==> config.mk <==
export PLATFORM = sky130hd
export DESIGN_NAME = irq_ctrl_flat
export DESIGN_NICKNAME = d
export VERILOG_FILES = /design/src/rtl/irq_ctrl_if.sv /design/src/rtl/irq_ctrl.sv /design/src/flat_wrapper.sv
export SDC_FILE = /design/constraint.sdc
export NUM_CORES = 1
export LEC_CHECK = 0
export CAP_MARGIN = 25
export CORE_ASPECT_RATIO = 1.4
export CORE_MARGIN = 4
export CORE_UTILIZATION = 35
export CTS_BUF_LIST = sky130_fd_sc_hd__clkbuf_2
export CTS_CLUSTER_SIZE = 16
export DETAILED_ROUTE_END_ITERATION = 7
export MAX_ROUTING_LAYER = met4
export PLACE_DENSITY = 0.95
export SLEW_MARGIN = 40
export SYNTH_ARGS = -nofsm -noshare
export SYNTH_HDL_FRONTEND = slang
export SYNTH_SLANG_ARGS = --single-unit
==> constraint.sdc <==
create_clock -name clk -period 5.9 [get_ports clk]
set_input_delay 1.475 -clock clk [delete_from_list [all_inputs] [get_ports clk]]
set_output_delay 1.475 -clock clk [all_outputs]
set_load 0.02 [all_outputs]
==> src/rtl/irq_ctrl_if.sv <==
`default_nettype none
// +----------------------------------------------------------------------------+
// | Module      : irq_ctrl_if                                                  |
// | Description : Core-facing bus and interrupt handshake for irq_ctrl.        |
// | Revision    : 1.0 - initial release                                        |
// +----------------------------------------------------------------------------+
interface irq_ctrl_if;
  logic [3:0]  interrupt_vector;
  logic        interrupt_ack;
  logic [63:0] bus_address;
  logic [63:0] bus_write_data;
  logic        bus_write_enable;
  logic        bus_read_enable;
  logic [63:0] bus_read_data;

  modport master (
    input  interrupt_vector, bus_read_data,
    output interrupt_ack, bus_address, bus_write_data, bus_write_enable, bus_read_enable
  );

  modport slave (
    output interrupt_vector, bus_read_data,
    input  interrupt_ack, bus_address, bus_write_data, bus_write_enable, bus_read_enable
  );
endinterface
`default_nettype wire

==> src/rtl/irq_ctrl.sv <==
`default_nettype none
// +----------------------------------------------------------------------------+
// | Module      : irq_ctrl                                                     |
// | Description : Bus-mapped external interrupt controller, fixed priority.    |
// |               IRQ_LEVEL_EN selects level-tracking pending (default: edge). |
// | Revision    : 1.0 - initial release                                        |
// +----------------------------------------------------------------------------+
module irq_ctrl #(
  parameter int          NUM_SRC     = 4,
  parameter logic [63:0] BASE_ADDR   = 64'h0000_0C00_0000,
  parameter int          SYNC_STAGES = 2
) (
  input  logic               clk,
  input  logic               reset,
  input  logic [NUM_SRC-1:0] irq_src,
  irq_ctrl_if.slave          bus
);

  localparam logic [1:0] c_OFF_PENDING  = 2'd0;
  localparam logic [1:0] c_OFF_ENABLE   = 2'd1;
  localparam logic [1:0] c_OFF_CLAIM    = 2'd2;
  localparam logic [1:0] c_OFF_COMPLETE = 2'd3;

  typedef enum logic [1:0] {ST_IDLE = 2'd0, ST_REQ = 2'd1, ST_SERVICE = 2'd2} state_t;

  state_t             r_state;
  logic [3:0]         r_vector;
  logic [3:0]         r_in_service;
  logic [NUM_SRC-1:0] r_pending;
  logic [NUM_SRC-1:0] r_enable;
  logic [63:0]        r_rdata;
  logic [NUM_SRC-1:0] r_sync [SYNC_STAGES];

  logic               w_hit;
  logic [1:0]         w_off;
  logic               w_wr;
  logic               w_en_wr;
  logic               w_complete;
  logic [NUM_SRC-1:0] w_level;
  logic [NUM_SRC-1:0] w_active;
  logic [NUM_SRC-1:0] w_cur_mask;
  logic               w_cur_live;
  logic               w_claim;
  logic [3:0]         w_winner_id;
  logic [63:0]        w_rdata;

  always_ff @(posedge clk or posedge reset) begin
    if (reset) begin
      for (int s = 0; s < SYNC_STAGES; s++) r_sync[s] <= '0;
    end else begin
      r_sync[0] <= irq_src;
      for (int s = 1; s < SYNC_STAGES; s++) r_sync[s] <= r_sync[s-1];
    end
  end

  assign w_level    = r_sync[SYNC_STAGES-1];
  assign w_hit      = (bus.bus_address[63:5] == BASE_ADDR[63:5]) && (bus.bus_address[2:0] == 3'b000);
  assign w_off      = bus.bus_address[4:3];
  assign w_wr       = bus.bus_write_enable && w_hit;
  assign w_en_wr    = w_wr && (w_off == c_OFF_ENABLE);
  assign w_complete = w_wr && (w_off == c_OFF_COMPLETE) && (r_state == ST_SERVICE)
                      && (bus.bus_write_data == {60'd0, r_in_service});

  assign w_active   = r_pending & r_enable;
  // Mask of the source currently presented on the vector; only meaningful in REQ.
  assign w_cur_mask = NUM_SRC'(1) << (r_vector - 4'd1);
  assign w_cur_live = |(w_active & w_cur_mask);
  assign w_claim    = (r_state == ST_REQ) && w_cur_live && bus.interrupt_ack;

  always_comb begin
    w_winner_id = 4'd0;
    for (int i = NUM_SRC - 1; i >= 0; i--) begin
      if (w_active[i]) w_winner_id = 4'(i + 1);
    end
  end

`ifdef IRQ_LEVEL_EN
  always_ff @(posedge clk or posedge reset) begin
    if (reset) r_pending <= '0;
    else       r_pending <= w_level;
  end
`else
  logic [NUM_SRC-1:0] r_level_q;
  logic [NUM_SRC-1:0] w_rise;
  logic [NUM_SRC-1:0] w_w1c;
  logic [NUM_SRC-1:0] w_claim_mask;

  assign w_rise       = w_level & ~r_level_q;
  assign w_w1c        = (w_wr && (w_off == c_OFF_PENDING)) ? bus.bus_write_data[NUM_SRC-1:0] : '0;
  assign w_claim_mask = w_claim ? w_cur_mask : '0;

  // A fresh edge is OR-ed in after the clears so a coincident set wins.
  always_ff @(posedge clk or posedge reset) begin
    if (reset) begin
      r_level_q <= '0;
      r_pending <= '0;
    end else begin
      r_level_q <= w_level;
      r_pending <= (r_pending & ~w_w1c & ~w_claim_mask) | w_rise;
    end
  end
`endif

  always_ff @(posedge clk or posedge reset) begin
    if (reset)        r_enable <= '0;
    else if (w_en_wr) r_enable <= bus.bus_write_data[NUM_SRC-1:0];
  end

  always_comb begin
    w_rdata = 64'd0;
    if (w_hit) begin
      case (w_off)
        c_OFF_PENDING: w_rdata = 64'(r_pending);
        c_OFF_ENABLE:  w_rdata = 64'(r_enable);
        c_OFF_CLAIM:   w_rdata = 64'(r_in_service);
        default:       w_rdata = 64'd0;
      endcase
    end
  end

  always_ff @(posedge clk or posedge reset) begin
    if (reset)                    r_rdata <= 64'd0;
    else if (bus.bus_read_enable) r_rdata <= w_rdata;
  end

  always_ff @(posedge clk or posedge reset) begin
    if (reset) begin
      r_state      <= ST_IDLE;
      r_vector     <= 4'd0;
      r_in_service <= 4'd0;
    end else begin
      case (r_state)
        ST_IDLE: begin
          if (|w_active) begin
            r_vector <= w_winner_id;
            r_state  <= ST_REQ;
          end
        end
        ST_REQ: begin
          if (!w_cur_live) begin
            r_vector <= 4'd0;
            r_state  <= ST_IDLE;
          end else if (bus.interrupt_ack) begin
            r_in_service <= r_vector;
            r_vector     <= 4'd0;
            r_state      <= ST_SERVICE;
          end
        end
        ST_SERVICE: begin
          if (w_complete) begin
            r_in_service <= 4'd0;
            r_state      <= ST_IDLE;
          end
        end
        default: begin
          r_vector <= 4'd0;
          r_state  <= ST_IDLE;
        end
      endcase
    end
  end

  assign bus.interrupt_vector = r_vector;
  assign bus.bus_read_data    = r_rdata;

endmodule
`default_nettype wire
==> src/flat_wrapper.sv <==
// flat-port wrapper written by rule: the top's interface ports become plain ports
module irq_ctrl_flat 
#(
  parameter int          NUM_SRC     = 4,
  parameter logic [63:0] BASE_ADDR   = 64'h0000_0C00_0000,
  parameter int          SYNC_STAGES = 2
)
  (clk, reset, irq_src, bus_interrupt_vector, bus_bus_read_data, bus_interrupt_ack, bus_bus_address, bus_bus_write_data, bus_bus_write_enable, bus_bus_read_enable);
  irq_ctrl_if bus_i ();
  input  logic clk;
  input  logic reset;
  input  logic [NUM_SRC-1:0] irq_src;
  output wire logic [$bits(bus_i.interrupt_vector)-1:0] bus_interrupt_vector;
  output wire logic [$bits(bus_i.bus_read_data)-1:0] bus_bus_read_data;
  input wire logic [$bits(bus_i.interrupt_ack)-1:0] bus_interrupt_ack;
  input wire logic [$bits(bus_i.bus_address)-1:0] bus_bus_address;
  input wire logic [$bits(bus_i.bus_write_data)-1:0] bus_bus_write_data;
  input wire logic [$bits(bus_i.bus_write_enable)-1:0] bus_bus_write_enable;
  input wire logic [$bits(bus_i.bus_read_enable)-1:0] bus_bus_read_enable;
  assign bus_interrupt_vector = bus_i.interrupt_vector;
  assign bus_bus_read_data = bus_i.bus_read_data;
  assign bus_i.interrupt_ack = bus_interrupt_ack;
  assign bus_i.bus_address = bus_bus_address;
  assign bus_i.bus_write_data = bus_bus_write_data;
  assign bus_i.bus_write_enable = bus_bus_write_enable;
  assign bus_i.bus_read_enable = bus_bus_read_enable;
  irq_ctrl #(.NUM_SRC(NUM_SRC), .BASE_ADDR(BASE_ADDR), .SYNC_STAGES(SYNC_STAGES)) u_core (.clk(clk), .reset(reset), .irq_src(irq_src), .bus(bus_i));
endmodule
==> metrics.md <==
| Metric | Value |
|---|---|
| Combinational group share of total power | `about 28%` |
| Count of different cell masters after synthesis | `42` |
| Cell taking the most area after synthesis | `dfrtp_1` |
| Top Ports | `a little over 200` |
| Synth-to-Final Area Change | `58.4%` |
| Count of maximum capacitance violations | `0` |
| Max frequency | `between 300 and 400 MHz` |
| DR iter-0 viols | `approximately 120` |
| Clock Power Share | `between 20 and 30%` |
| FF+latch count, synth | `32` |
| Inserted Diodes | `0` |
| Synthesis warning total | `0` |
| Total Nets Final | `around 530` |
| Die outline area | `between 7000 and 8000 µm²` |
| Cells along the critical path | `clkdlybuf4s50_1, nor4_2, nand4_1, nor4_4, nand3_4, mux2_4` |
| CP required | `slightly above 6 ns` |
| Critical Setup Path Class | `input pin to flop` |
| Fill cells | `around 540` |
| Sequential Power Share | `between 40% and 50%` |
| Setup repair after global routing missed its margin | `false` |
| Width of the chip | `~76 µm` |
| Share of the synthesized area in the top cell type | `between 30% and 40%` |
| Num rows | `34` |
| CP Max Fanout | `8` |
| Mean routed wirelength per cell | `~16 µm` |
| Switching power share of the total | `approximately 27%` |
| Last weighted congestion value of the routability-driven placer | `~0.88` |
| Post-Route Skew | `between 0.02 and 0.025 ns` |
| Clk Tree Root Cell | `clkbuf_2` |
| Seq/Total Area, Yosys | `approximately a third` |
| Final number of max-transition violations | `0` |
| Power Density | `approximately 140 nW/µm²` |
| Average footprint of a synthesized cell | `a little under 10 µm²` |
| I/O Buffers | `between 100 and 150` |
| Pin count of the biggest net entering global routing | `33` |
| Number of global-route vias before repair | `~2200` |
| Starting density of the core | `a little over a third` |
| Reg clk slew, reported paths | `about 0.17 ns` |
| Number of buffers on the longest clock path | `2` |
| Aggregate routed wire length | `7.55 mm` |
| Residual overflow from global routing | `0` |
| Residual DRC count | `0` |
| Share of final-layout standard cells stronger than drive strength 1 | `roughly 7%` |
| Largest stage delay on the critical path | `between 0.6 and 0.7 ns` |
| Die height | `104 µm` |
| Buffers inserted during post-CTS setup optimization | `0` |
| H-tree levels | `2` |
| Number of endpoints with negative hold slack in the final report | `0` |
| Count of vias placed by the detailed router | `approximately 2300` |
| Cell at the slowest stage of the critical path | `nor4_4` |
| Slew at the pin closest to its max-slew limit | `around 0.60 ns` |
| Global-route usage over all layers | `18.3%` |
| Worst Setup End Kind | `flop` |
| CORE AREA | `roughly 6300 µm²` |
| Number of nets still failing antenna checks after routing | `0` |
| Number of endpoints failing setup at the final stage | `0` |
| Switching power total | `143 µW` |
| Largest voltage drop on the vdd net | `between 100 and 150 µV` |
| Internal | `about 380 µW` |
| Rel. slew slack | `around 60%` |
| Min cycle time layout | `roughly 3.3 ns` |
| Critical path data arrival time | `3.60 ns` |
| Part of the cycle the worst path needs | `a little under three fifths` |
| Number of buffers inserted during clock tree synthesis | `5` |
| Cell types with the largest area share after synthesis | `dfrtp_1 (35%), buf_4 (20%), nor4_1 (6.3%)` |
| Antenna violations before repair | `0` |
| Result of the run | `completed` |
| Setup TNS | `0 ns` |
| Leakage Power | `~0.0015 µW` |
| Cells resized by post-CTS repair | `0` |
| Final Hold Slack | `between 0.3 and 0.4 ns` |
| Number of hold-repair buffers added at the cts stage | `0` |
| Instance count of the mapped netlist | `~240` |
| Clock tree sinks | `32` |
| Later-pin clock latency in the skew report | `between 0.3 and 0.4 ns` |
| DRT Pass-1 Iters | `4` |
| Launching element type of the critical path | `input pin` |
| Mapped Area | `between 2000 and 2500 µm²` |
| Global-route wire length before repair | `11.2 mm` |
| CTS tree | `yes` |
| Worst Hold Class | `flop to flop` |
| Post-detail-place hpwl | `6.44 mm` |
| Via-per-instance ratio | `approximately 5` |
==> power by group through the flow <==
| stage | clock [µW] | combinational [µW] | sequential [µW] |
|---|---|---|---|
| after detailed placement | 0 | 148 | 229 |
| after global placement | 0 | 145 | 229 |
| final | 150 | 149 | 225 |
| after global routing | 164 | 157 | 226 |
| after CTS | 153 | 148 | 225 |
| after floorplan | 0 | 79.5 | 229 |
==> routing by layer <==
metal,part of all wire [%],GRT usage (%)
met1,35,18.4
met5,0,-
met4,1.5,5.57
met3,11,6.94
met2,53,32.6
==> layout by cell type, fill, tap and decap left out, types with 3 or more instances in the layout <==
master	n
nor2b_1	4
nand4_1	11
nor3_1	4
conb_1	61
nand2_1	13
dfrtp_1	32
o22ai_1	3
ha_1	4
nor4_1	23
mux2_4	4
nand3_1	10
a22o_1	5
a21oi_1	3
nor2_1	7
clkbuf_2	6
nor4_2	4
clkdlybuf4s50_1	143
mux2i_1	4
inv_1	14
xor2_1	3
a32o_1	5
==> synth_stat cells, drive strengths merged <==
cell type	n
xnor2	1
o22ai	3
nand4	11
nor4bb	1
a21oi	3
a22o	5
a211oi	1
nand2	14
nor4	28
nor2	7
nor3	4
buf	64
o21ai	1
inv	14
and2b	1
nand2b	1
nor3b	1
or3b	1
or4	1
a32o	5
mux2i	4
o2111a	1
mux2	4
nor4b	2
nand3	11
xor2	3
o311ai	1
o2bb2ai	1
ha	4
a2111oi	1
a31o	1
conb	1
a31oi	1
nor2b	4
dfrtp	32
==> layout make-up <==
cell class / instances / area, µm² / area share (%)
repair buffers: 144 / 1440 / 39.6
clock buffers: 6 / 30.0 / 0.826
inverters: 14 / 52.6 / 1.45
multi-input cells: 188 / 1190 / 32.7
well taps: 72 / 90.1 / 2.48
clock inverters: 2 / 35.0 / 0.964
flip-flops and latches: 32 / 801 / 22.0
==> per-stage QoR <==
step / util, % / total power, µW / instance area, µm² / instances / setup WS [ns]
floorplan: - / 308 / 2520 / 298 / 2.92
global route: 57.8 / 546 / 3640 / 458 / 2.47
finish: 57.8 / 524 / 3640 / 458 / 2.59
detailed placement: 56.7 / 377 / 3570 / 450 / 2.17
global placement: 56.7 / 374 / 3570 / 450 / 2.23
CTS: 57.8 / 526 / 3640 / 458 / 2.57
==> cells by family (layout without fill, tap and decap cells) <==
group | count (synthesis) | after routing | synth area share (%)
AOI/OAI and AO/OA | 24 | 24 | 9.59
xor gates and xnor gates | 4 | 4 | 1.53
adders and majority gates | 4 | 4 | 2.18
buffers and inverters | 78 | 166 | 23.2
DFF | 32 | 32 | 34.9
muxes | 8 | 8 | 4.36
other | 1 | 61 | 0.163
and+or+nand+nor | 87 | 87 | 24.1
==> worst max-delay path: cells and delay by family <==
family                 cells  cell delay, ns
multiplexers               1            0.33
buffers and inverters      1            0.43
AND/OR/NAND/NOR            4            1.36
==> registers in the layout, indices dropped and copies added, names as in the netlist <==
register,count
u_core.r_level_q,4
u_core.bus.bus_read_data,4
u_core.r_sync,4
u_core.r_state,2
u_core.r_pending,4
u_core.bus.interrupt_vector,3
u_core.r_enable,4
u_core.w_level,4
u_core.r_in_service,3
==> final timing paths <==
| path | startpoint | endpoint | slack [ns] | depth (start not counted) |
|---|---|---|---|---|
| setup / recovery | bus_bus_address[10] | u_core.r_enable[2]$_DFFE_PP0P_ | 2.59 | 6 |
| hold / removal | u_core.r_sync[7]$_DFF_PP0_ | u_core.w_level[3]$_DFF_PP0_ | 0.37 | 0 |
| setup reg to reg | u_core.bus.interrupt_vector[0]$_DFFE_PP0P_ | u_core.r_in_service[1]$_DFFE_PP0P_ | 3.34 | 7 |
| hold reg to reg | u_core.r_sync[7]$_DFF_PP0_ | u_core.w_level[3]$_DFF_PP0_ | 0.37 | 0 |
| max in group asynchronous | reset | u_core.bus.bus_read_data[2]$_DFFE_PP0P_ | 4.17 | 3 |
| min in group asynchronous | reset | u_core.bus.interrupt_vector[2]$_DFFE_PP0P_ | 1.43 | 3 |
Power figures use the tool's default switching activity.
==> edit (config.mk and constraints unchanged) <==
`SYNC_STAGES` is set to 2 in 2 places; all go to 1.
--- a/src/rtl/irq_ctrl.sv
+++ b/src/rtl/irq_ctrl.sv
@@ -9,5 +9,5 @@
   parameter int          NUM_SRC     = 4,
   parameter logic [63:0] BASE_ADDR   = 64'h0000_0C00_0000,
-  parameter int          SYNC_STAGES = 2
+  parameter int          SYNC_STAGES = 1
 ) (
   input  logic               clk,
--- a/src/flat_wrapper.sv
+++ b/src/flat_wrapper.sv
@@ -4,5 +4,5 @@
   parameter int          NUM_SRC     = 4,
   parameter logic [63:0] BASE_ADDR   = 64'h0000_0C00_0000,
-  parameter int          SYNC_STAGES = 2
+  parameter int          SYNC_STAGES = 1
 )
   (clk, reset, irq_src, bus_interrupt_vector, bus_bus_read_data, bus_interrupt_ack, bus_bus_address, bus_bus_write_data, bus_bus_write_enable, bus_bus_read_enable);
Formal check against the unedited RTL: not equivalent (Yosys sat finds a counterexample within 4 cycles, from zero or initial values and one cycle with reset high).
==> edit against the unedited design <==
- critical path depth unchanged
- critical endpoint is now u_core.r_enable[3]
- setup slack improved by 0.031 ns
- synthesized area decreased by 5.2%
- sequential share of layout area decreased by 2.0 points
- design area decreased by 3.6%
- power decreased by 12%
- largest cell class unchanged
- highest routed layer unchanged
- sequential cell count decreased by 4
- routed wire length increased by 5.2%
- non-clock buffer count decreased by 1
==> edit: results (changes against the unedited design) <==
* Largest net degree at the start of global routing at 29 (-12%)
* WP data arrival at 3.58 ns (-0.02 ns)
* HP Start: u_core.r_sync[0]
* Largest area contributor in the netlist: dfrtp_1
* Worst-Skew Late Latency at 0.38 ns
* Seq/Total Area, Yosys at 32.20% (-2.7 points)
* Fill count at 503 (-7.0%)
* Clock slew at reported path FFs at 0.26 ns (+0.09 ns)
* Post-CTS Setup Bufs at 0 (unchanged)
* PortBufs at 143 (unchanged)
* Synth area leaders: dfrtp_1, buf_4, nor4_1
* Final Wtd Congestion at 0.8906 (+1.4%)
* Synth warn at 0 (unchanged)
* R2R Setup Slk at 3.33 ns (about the same)
* Htree depth at 1 (-1)
* Count of different cell masters after synthesis at 41 (-2.4%)
* Initial antenna violation count at 0 (unchanged)
* Top post-synthesis cells by count: buf_4, nor4_1, dfrtp_1
* Share of layout cells above drive strength 1 at 4.178% (-2.8 points)
* DP Wirelength at 7.130 mm (+11%)
* Antenna cell count at 0 (unchanged)
* Status: finished clean
* First DRT Iteration DRCs at 79 (-34%)
* Number of global-route vias before repair at 2452 (+12%)
* CTS resizes at 0 (unchanged)
* Fin Clk Skew at 0.01510 ns (-0.005652 ns)
* Worst Hold Path EP: u_core.r_level_q[0]
* Wire length per cell at 17.52 um (+6.3%)
* Worst slew pin tran at 0.5956 ns (-0.008830 ns)
* First-pass GRT wire length at 11.32 mm (+1.5%)
* DRT Pass-1 Iters at 4 (unchanged)
* Leak at 0.001422 uW (-5.3%)
* Gr usage total at 20.53% (+2.2 points)
* CTS Buf Count at 3 (-2)
* Pre-CTS WS at 2.154 ns (-0.01991 ns)
* Crit Path Max Fanout at 5 (-3)
* Fin Hold WS at 0.4161 ns (+0.04829 ns)
* Worst r2r src: u_core.bus.interrupt_vector[0]
* Maximum vdd drop at 0.0001144 V (-16%)
* Vias per cell at 4.978 (+1.3%)
* Hold path depth at 0 (unchanged)
* Reg-to-Reg End: u_core.bus.interrupt_vector[1]
* Nets at 525 (-0.19%)
[edit: area by class of cell]
type                       count  area [um^2]  share of cell area [%]
tap                           70        87.58                   2.500
multi-input combinational    200         1209                   34.50
sequential                    28        700.7                   20.00
clock buffer                   3        15.01                  0.4286
clock inverter                 1        30.03                  0.8571
timing repair buffer         143         1431                   40.86
inverter                       8        30.03                  0.8571
[edit: kinds of logic (layout without fill, tap and decap cells)]
group	Yosys count	in the layout	share of synthesized area [%]
other	1	61	0.1723
XOR/XNOR	4	4	1.610
AND/OR/NAND/NOR	87	87	24.38
buffers and inverters	70	155	22.60
AO/OA/AOI/OAI	35	35	12.31
flip-flops	28	28	32.20
multiplexers	9	9	4.428
adder cells (fa/ha/maj)	4	4	2.300
[edit: per-layer routing]
layer	GRT usage (%)	part of all wire (%)	vias up
met2	39.61	56	160
met4	7.534	3.6	0
met1	19.41	31	1020
met3	3.774	9.6	28
met5	-	0	-
li1	-	-	1047
[edit: power breakdown]
part           internal, uW  switching (uW)
sequential              195            1.27
clock                  58.2            60.5
combinational          84.2            62.3
[edit: worst max-delay path by stage]
| stage | start | end | slack, ns | depth (start not counted) |
|---|---|---|---|---|
| 3_3_place_gp | bus_bus_address[4] | u_core.r_in_service[1] | 2.20 | 6 |
| 2_1_floorplan | bus_bus_address[38] | u_core.r_enable[0] | 2.81 | 5 |
| 5_1_grt | bus_bus_address[38] | u_core.r_enable[0] | 2.49 | 6 |
| 3_5_place_dp | bus_bus_address[28] | u_core.r_enable[1] | 2.15 | 6 |
| 4_1_cts | bus_bus_address[21] | u_core.r_enable[1] | 2.59 | 6 |
| 6_report | bus_bus_address[28] | u_core.r_enable[3] | 2.62 | 6 |
[edit: stage by stage]
| stage | utilization (%) | power [uW] | area, um^2 | std cells |
|---|---|---|---|---|
| 6_report | 58.92 | 461.7 | 3503 | 453 |
| 3_3_place_gp | 58.17 | 341.7 | 3458 | 449 |
| 4_1_cts | 58.92 | 462.1 | 3503 | 453 |
| 3_5_place_dp | 58.17 | 344.8 | 3458 | 449 |
| 2_1_floorplan | - | 276.8 | 2401 | 298 |
| 5_1_grt | 58.92 | 479.6 | 3503 | 453 |
[edit: critical path, stage by stage]
cell and delay (ns):
clkdlybuf4s50_1 0.42, nor4_1 0.31, nand4_1 0.14, or3_4 0.46, nor4_4 0.39, mux2_2 0.38
